File: config.mk
export PLATFORM = sky130hd
export DESIGN_NAME = alu_arith_cmp
export DESIGN_NICKNAME = d
export VERILOG_FILES = /design/src/rtl/alu_arith_cmp.sv
export SDC_FILE = /design/constraint.sdc
export NUM_CORES = 1
export LEC_CHECK = 0
export CAP_MARGIN = 20
export CORE_ASPECT_RATIO = 1.5
export CORE_MARGIN = 2
export CORE_UTILIZATION = 54
export CTS_CLUSTER_SIZE = 24
export DETAILED_ROUTE_END_ITERATION = 10
export GPL_TIMING_DRIVEN = 0
export PLACE_DENSITY = 0.91
export SETUP_SLACK_MARGIN = 0.2
export SYNTH_ARGS = -nofsm -noshare
export SYNTH_HDL_FRONTEND = slang
export SYNTH_SLANG_ARGS = --single-unit
File: constraint.sdc
create_clock -name clk -period 12.76 [get_ports clk]
set_clock_uncertainty 0.05 [all_clocks]
set_input_delay 1.276 -clock clk [delete_from_list [all_inputs] [get_ports clk]]
set_output_delay 1.276 -clock clk [all_outputs]
set_load 0.02 [all_outputs]
File: src/rtl/alu_arith_cmp.sv
// Registered arithmetic/compare slice of the CPU ALU: add/sub with Z/V/N flags
// and set-on-compare results, one cycle of latency.
module alu_arith_cmp #(
    parameter int unsigned WIDTH = 32
) (
    input  logic             clk,
    input  logic             rst_n,
    input  logic             in_valid,
    input  logic [WIDTH-1:0] A,
    input  logic [WIDTH-1:0] B,
    input  logic             Sign,
    input  logic [5:0]       ALUFun,
    output logic [WIDTH-1:0] S,
    output logic             Z,
    output logic             V,
    output logic             N,
    output logic             out_valid
);

    localparam int unsigned Msb = WIDTH - 1;

    logic             is_arith;
    logic             is_cmp;
    logic             do_sub;
    logic [2:0]       cmp_code;
    logic             zero_b;
    logic [WIDTH-1:0] b_eff;
    logic [WIDTH-1:0] b_op;
    logic [WIDTH:0]   sum;
    logic [WIDTH-1:0] res;
    logic             carry;
    logic             ovf_s;
    logic             cmp_bit;

    logic [WIDTH-1:0] s_d, s_q;
    logic             z_d, z_q;
    logic             v_d, v_q;
    logic             n_d, n_q;
    logic             valid_q;

    always_comb begin
        is_arith = (ALUFun[5:4] == 2'b00);
        is_cmp   = (ALUFun[5:4] == 2'b11);
        cmp_code = ALUFun[3:1];
        // Everything except an explicit add subtracts, so flags are always meaningful.
        do_sub   = ~is_arith | ALUFun[0];
        zero_b   = is_cmp & ((cmp_code == 3'b110) | (cmp_code == 3'b101) |
                             (cmp_code == 3'b111));
        b_eff    = zero_b ? '0 : B;
        b_op     = do_sub ? ~b_eff : b_eff;
        sum      = {1'b0, A} + {1'b0, b_op} + {{WIDTH{1'b0}}, do_sub};
        res      = sum[WIDTH-1:0];
        carry    = sum[WIDTH];
        // b_op is already inverted for subtract, so one add-style rule covers both.
        ovf_s    = (A[Msb] == b_op[Msb]) & (res[Msb] != A[Msb]);

        z_d = (res == '0);
        if (Sign) begin
            v_d = ovf_s;
            n_d = res[Msb] ^ ovf_s;
        end else begin
            v_d = do_sub ? ~carry : carry;
            n_d = do_sub & ~carry;
        end

        cmp_bit = 1'b0;
        case (cmp_code)
            3'b001:  cmp_bit = z_d;
            3'b000:  cmp_bit = ~z_d;
            3'b010:  cmp_bit = n_d;
            3'b110:  cmp_bit = n_d | z_d;
            3'b101:  cmp_bit = n_d;
            3'b111:  cmp_bit = ~n_d & ~z_d;
            default: cmp_bit = 1'b0;
        endcase

        if (is_arith) begin
            s_d = res;
        end else if (is_cmp) begin
            s_d = {{(WIDTH-1){1'b0}}, cmp_bit};
        end else begin
            s_d = '0;
        end
    end

    always_ff @(posedge clk) begin
        if (!rst_n) begin
            s_q     <= '0;
            z_q     <= 1'b0;
            v_q     <= 1'b0;
            n_q     <= 1'b0;
            valid_q <= 1'b0;
        end else begin
            valid_q <= in_valid;
            if (in_valid) begin
                s_q <= s_d;
                z_q <= z_d;
                v_q <= v_d;
                n_q <= n_d;
            end
        end
    end

    assign S         = s_q;
    assign Z         = z_q;
    assign V         = v_q;
    assign N         = n_q;
    assign out_valid = valid_q;

endmodule

======== Yosys cells after proc, flatten, opt, wreduce, memory -nomap -nowiden ========
Index checks and enable logic that the tools add are counted.
word-level totals
  latch bits .............................. 0
  memory bits (writable) .................. 0
  word-level logic and storage cells ...... 41
  register bits ........................... 36
  input port bits ......................... 74
  ROM bits ................................ 0
  output and inout bits ................... 36
  memories ................................ 0
cells by class
  shift-type cells ........................ 0
  reductions and logical operators ........ 4
  bitwise operators ....................... 14
  magnitude comparators ................... 0
  div/mod/pow operators ................... 0
  add/sub/neg operators ................... 2
  eq/ne operators ......................... 8
  muxes and demuxes ....................... 8
  multiply operators ...................... 0
operators with widths
  operator                                              number
  two-way mux 32 bit                                    3
  adder 32 x 32 -> 33 bit                               1
  adder 33 x 1 -> 33 bit                                1
  zero test 32 bit                                      1
  NOT 32 bit                                            1
  equality test 3 bit (second input constant)           3
  case mux 1 bit (5 select lines)                       1
  AND 1 bit                                             4
  two-way mux 1 bit                                     4
  NOT 1 bit                                             4
  OR 1 bit                                              4
  equality test 3 x 1 -> 1 bit (second input constant)  1
  equality test 3 x 2 -> 1 bit (second input constant)  1
  zero test 3 bit                                       1
  equality test 2 bit (second input constant)           1
  zero test 2 bit                                       1
  OR reduction 2 bit                                    1
  equality test 1 bit                                   1
  inequality test 1 bit                                 1
  bitwise XOR 1 bit                                     1

======== Logic depth before layout (Yosys ltp) ========
  depth in word-level cells ............... 18
  depth in mapped cells ................... 22

======== Worst setup path after synthesis ========
Ideal clock, no wire load.
  kind .................................... input-to-reg
  start point ............................. input port ALUFun[5]
  end point ............................... register s_q[0] (netlist: S[0])
  stages .................................. 21
  path buffers ............................ 2
  path slack .............................. 7.477 ns
  arrival time ............................ 5.106 ns
  data required time ...................... 12.583 ns
  cells stage by stage .................... or3_1 -> clkbuf_1 -> buf_1 -> xnor2_1 -> ha_1 -> a21oi_1 -> o21ai_1 -> or4_1 -> nor3_2 -> nor2_1 -> a21o_1 -> o21a_1 -> o21ai_0 -> nand2b_1 -> a21oi_1 -> ha_1 -> nor2_1 -> a21oi_1 -> o31ai_1 -> mux2i_1 -> o211ai_2
on the way
  word-level cells in the longest chain between the ends .. 16
  elaborated cells between the ends (all ways) .. 25
  classes of those cells .................. add/sub (2); eq/ne (3); mux (6); bitwise (12); reduce/logical (2)
RTL lines
  what                             line  text
  start, declared                  12    input logic [5:0] ALUFun,
  equality test 2 bit              43    is_cmp = (ALUFun[5:4] == 2'b11);
  AND 1 bit                        47    zero_b = is_cmp & ((cmp_code == 3'b110) | (cmp_code == 3'b101) |
  two-way mux 32 bit               49    b_eff = zero_b ? '0 : B;
  NOT 32 bit                       50    b_op = do_sub ? ~b_eff : b_eff;
  two-way mux 32 bit               50
  adder 32 x 32 -> 33 bit          51    sum = {1'b0, A} + {1'b0, b_op} + {{WIDTH{1'b0}}, do_sub};
  adder 33 x 1 -> 33 bit           51
  inequality test 1 bit            55    ovf_s = (A[Msb] == b_op[Msb]) & (res[Msb] != A[Msb]);
  AND 1 bit                        55
  bitwise XOR 1 bit                60    n_d = res[Msb] ^ ovf_s;
  two-way mux 1 bit                58    if (Sign) begin
  NOT 1 bit                        73    3'b111: cmp_bit = ~n_d & ~z_d;
  AND 1 bit                        73
  case mux 1 bit (5 select lines)  67    case (cmp_code)
  two-way mux 1 bit                79    end else if (is_cmp) begin
  two-way mux 32 bit *             77    if (is_arith) begin
  end signal, assigned             88    s_q <= '0;
  end signal, assigned             96    s_q <= s_d;
  end, declared                    35    logic [WIDTH-1:0] s_d, s_q;
Every way passes the cells marked *; elsewhere a longest branch is shown, timed or not.
A chain may end at the register's enable or synchronous reset.

======== Worst setup path in the final report ========
Same ends and word-level chain as after synthesis.

==> impl_metrics.ini <==
[status]
run_status = finished clean

[die]
row_count = 39
initial_core_util = 0.559
dieArea_sq_um = 8620
fp.dieH_um = 113
core_area_sq_um = 7610
pin_count = 110
die_w_um = 76.5

[route]
vias_per_cell = 6.19
post_drt_wl_per_cell_um = 17.6
drc = 0
drtIter0Drc = 292
first_pass_iters = 5
postRouteAntennaNets = 0
drt-total-wl_mm = 13.9
vias = 4881

[sta]
rsz0062_at_grt = no
slew_headroom = 0.406
period_share = 0.521
final.setup.worst_slack_ns = 6.11
setup_viol = 0
finalHoldViolCount = 0
finalCriticalPeriod_ns = 6.65
finalSetupTns_ns = 0
maxSlewViolCount = 0
fmax_mhz = 150
worst-slew-pin-transition_ns = 0.891

[power]
leakage_nw = 2.18
p_per_area_nw_per_um2 = 95.9
peakVddDrop_v = 0.0000662

[synthesis]
syn_area_per_cell_sq_um = 7.47
synth_edf_count = 0
synth-main-ff-cell = dfxtp_1
async_reset_ff_frac = 0
yosys-top-cells-count = nand2_1, a21oi_1, xnor2_1, dfxtp_1, nor2_1
synth_top_area_frac = 0.169
synth_nets = 679
yosys_register_bits = 36
yosysSeqAreaShare = 0.169
synth.most_common_cell = nand2_1
ys_top_cells_by_area = dfxtp_1, ha_1, xnor2_1
syn_area_sq_um = 4260
yosys_warnings = 0
synth_top_area_cell = dfxtp_1
yosysUniqueCellTypes = 74
syn_inst = 570

[critical_path]
worstPathRequired_ns = 12.87
end_kind = flip-flop
timing.setup.critical_path_class = input pin to flip-flop
path_max_fanout = 10
cp-start-kind = input pin
worstPathArrival_ns = 6.77

[grt]
grt_pass1_vias = 4646
grt.overflow.total = 0
grt_use_total = 0.313
antenna_found_initial = 0
grt_max_degree = 11
grt_pass1_wl_mm = 22.2

[placement]
hpwl_mm = 10.9
portBuffers = 108
place_area_sq_um = 5470
gp_congestion = 0.894
dp_slack_ns = 5.89

[clock_tree]
cts_tree = built
worst_skew_pair.late_latency_ns = 0.28
cts_sinks = 36
clockRootBuffer = clkbuf_16
post_cts_resized = 0
ctsHoldBuffers = 0
numCtsBuffers = 5
post_cts_buffers = 0
cts_buffer_depth = 2
clk_pin_slew_ns = 0.06
h-tree-depth = 2

[final_layout]
area_growth_pct = 31.8
antenna_cells = 0
nNetsFinal = 794
fin_area_sq_um = 5610
layout-drive-gt1-share = 0.0510

[flow_run]
drv_cap = 0

[worst_hold_path]
hold_class = flip-flop to flip-flop
## report_power, final
part	internal [mW]	leakage [nW]	total [mW]	switching [mW]
registers	0.118	0.293	0.122	0.00403
clock network	0.0779	0.0712	0.124	0.0459
logic	0.123	1.81	0.292	0.169
## sequential cells by signal, indices dropped and copies added (netlist names)
| signal | flops |
|---|---|
| V | 1 |
| N | 1 |
| S | 32 |
| out_valid | 1 |
| Z | 1 |
## worst paths after layout
kind / from / slack (ns) / depth (start not counted) / end
hold / removal: S[3]$_SDFFE_PN0P_ / 0.48 / 2 / S[3]$_SDFFE_PN0P_
setup / recovery: ALUFun[5] / 6.11 / 22 / S[0]$_SDFFE_PN0P_
hold reg to reg: S[3]$_SDFFE_PN0P_ / 0.48 / 2 / S[3]$_SDFFE_PN0P_
setup reg to reg: S[0]$_SDFFE_PN0P_ / 11.88 / 3 / S[0]$_SDFFE_PN0P_
## layout make-up
type | instances | area (sq um)
multi-input cells | 495 | 3380
fillers | 616 | 2000
repair buffers | 108 | 1080
flip-flops and latches | 36 | 721
clock buffers | 8 | 146
well taps | 102 | 128
plain buffers | 30 | 126
inverters | 9 | 33.8
## layout by cell type (no fill, tap or decap), types with 6 or more instances in the layout
master             n
clkdlybuf4s50_1  108
nand2_1           74
a21oi_1           43
xnor2_1           39
dfxtp_1           36
nor2_1            35
ha_1              34
nor2b_1           32
clkbuf_1          23
o21ai_0           17
a21o_1            14
nor3_1            14
nand4_1           11
and2_1            11
nand3_1           11
a22oi_1           10
inv_1              9
nand2b_1           8
o21a_1             8
xor2_1             8
or3_1              7
o211ai_1           7
nor4_1             6
a2111oi_0          6
a31oi_1            6
a211oi_1           6
or4_1              6
## worst max-delay path, cell delays in order
cell and delay, ns:
clkdlybuf4s50_1 0.58, or3_1 0.14, clkbuf_1 0.25, buf_1 0.71, xnor2_1 0.29, ha_1 0.37
a21oi_1 0.26, o21ai_1 0.14, or4_1 0.49, nor3_2 0.29, nor2_1 0.12, a21o_1 0.24
o21a_1 0.17, o21ai_0 0.15, nand2b_1 0.08, a21oi_1 0.21, ha_1 0.18, nor2_1 0.05
a21oi_1 0.32, o31ai_1 0.14, mux2i_1 0.21, o211ai_2 0.10
## per-stage QoR
step                instances  utilization  hold WS, ns  power, mW
finish                    788        0.737        0.483      0.538
CTS                       788        0.737        0.473      0.532
floorplan                 570            -        0.502      0.322
global placement          780        0.718        0.411      0.400
global route              788        0.737        0.497      0.568
detailed placement        780        0.718        0.426      0.408
## metal layers
layer  up-vias  track usage  wire, um
met3        40       0.0335       699
li1       2334            -         -
met4         0        0.132       534
met1      2291        0.348      5280
met2       216        0.599      7370
met5         -            0         0
## kinds of logic after synthesis
kind of cell / synth area share
muxes: 0.0182
buffers and inverters: 0.0376
adders and majority gates: 0.105
DFF: 0.169
and+or+nand+nor: 0.293
xor gates and xnor gates: 0.0967
AOI/OAI and AO/OA: 0.280
No activity file was read; power rests on OpenSTA's default activity.
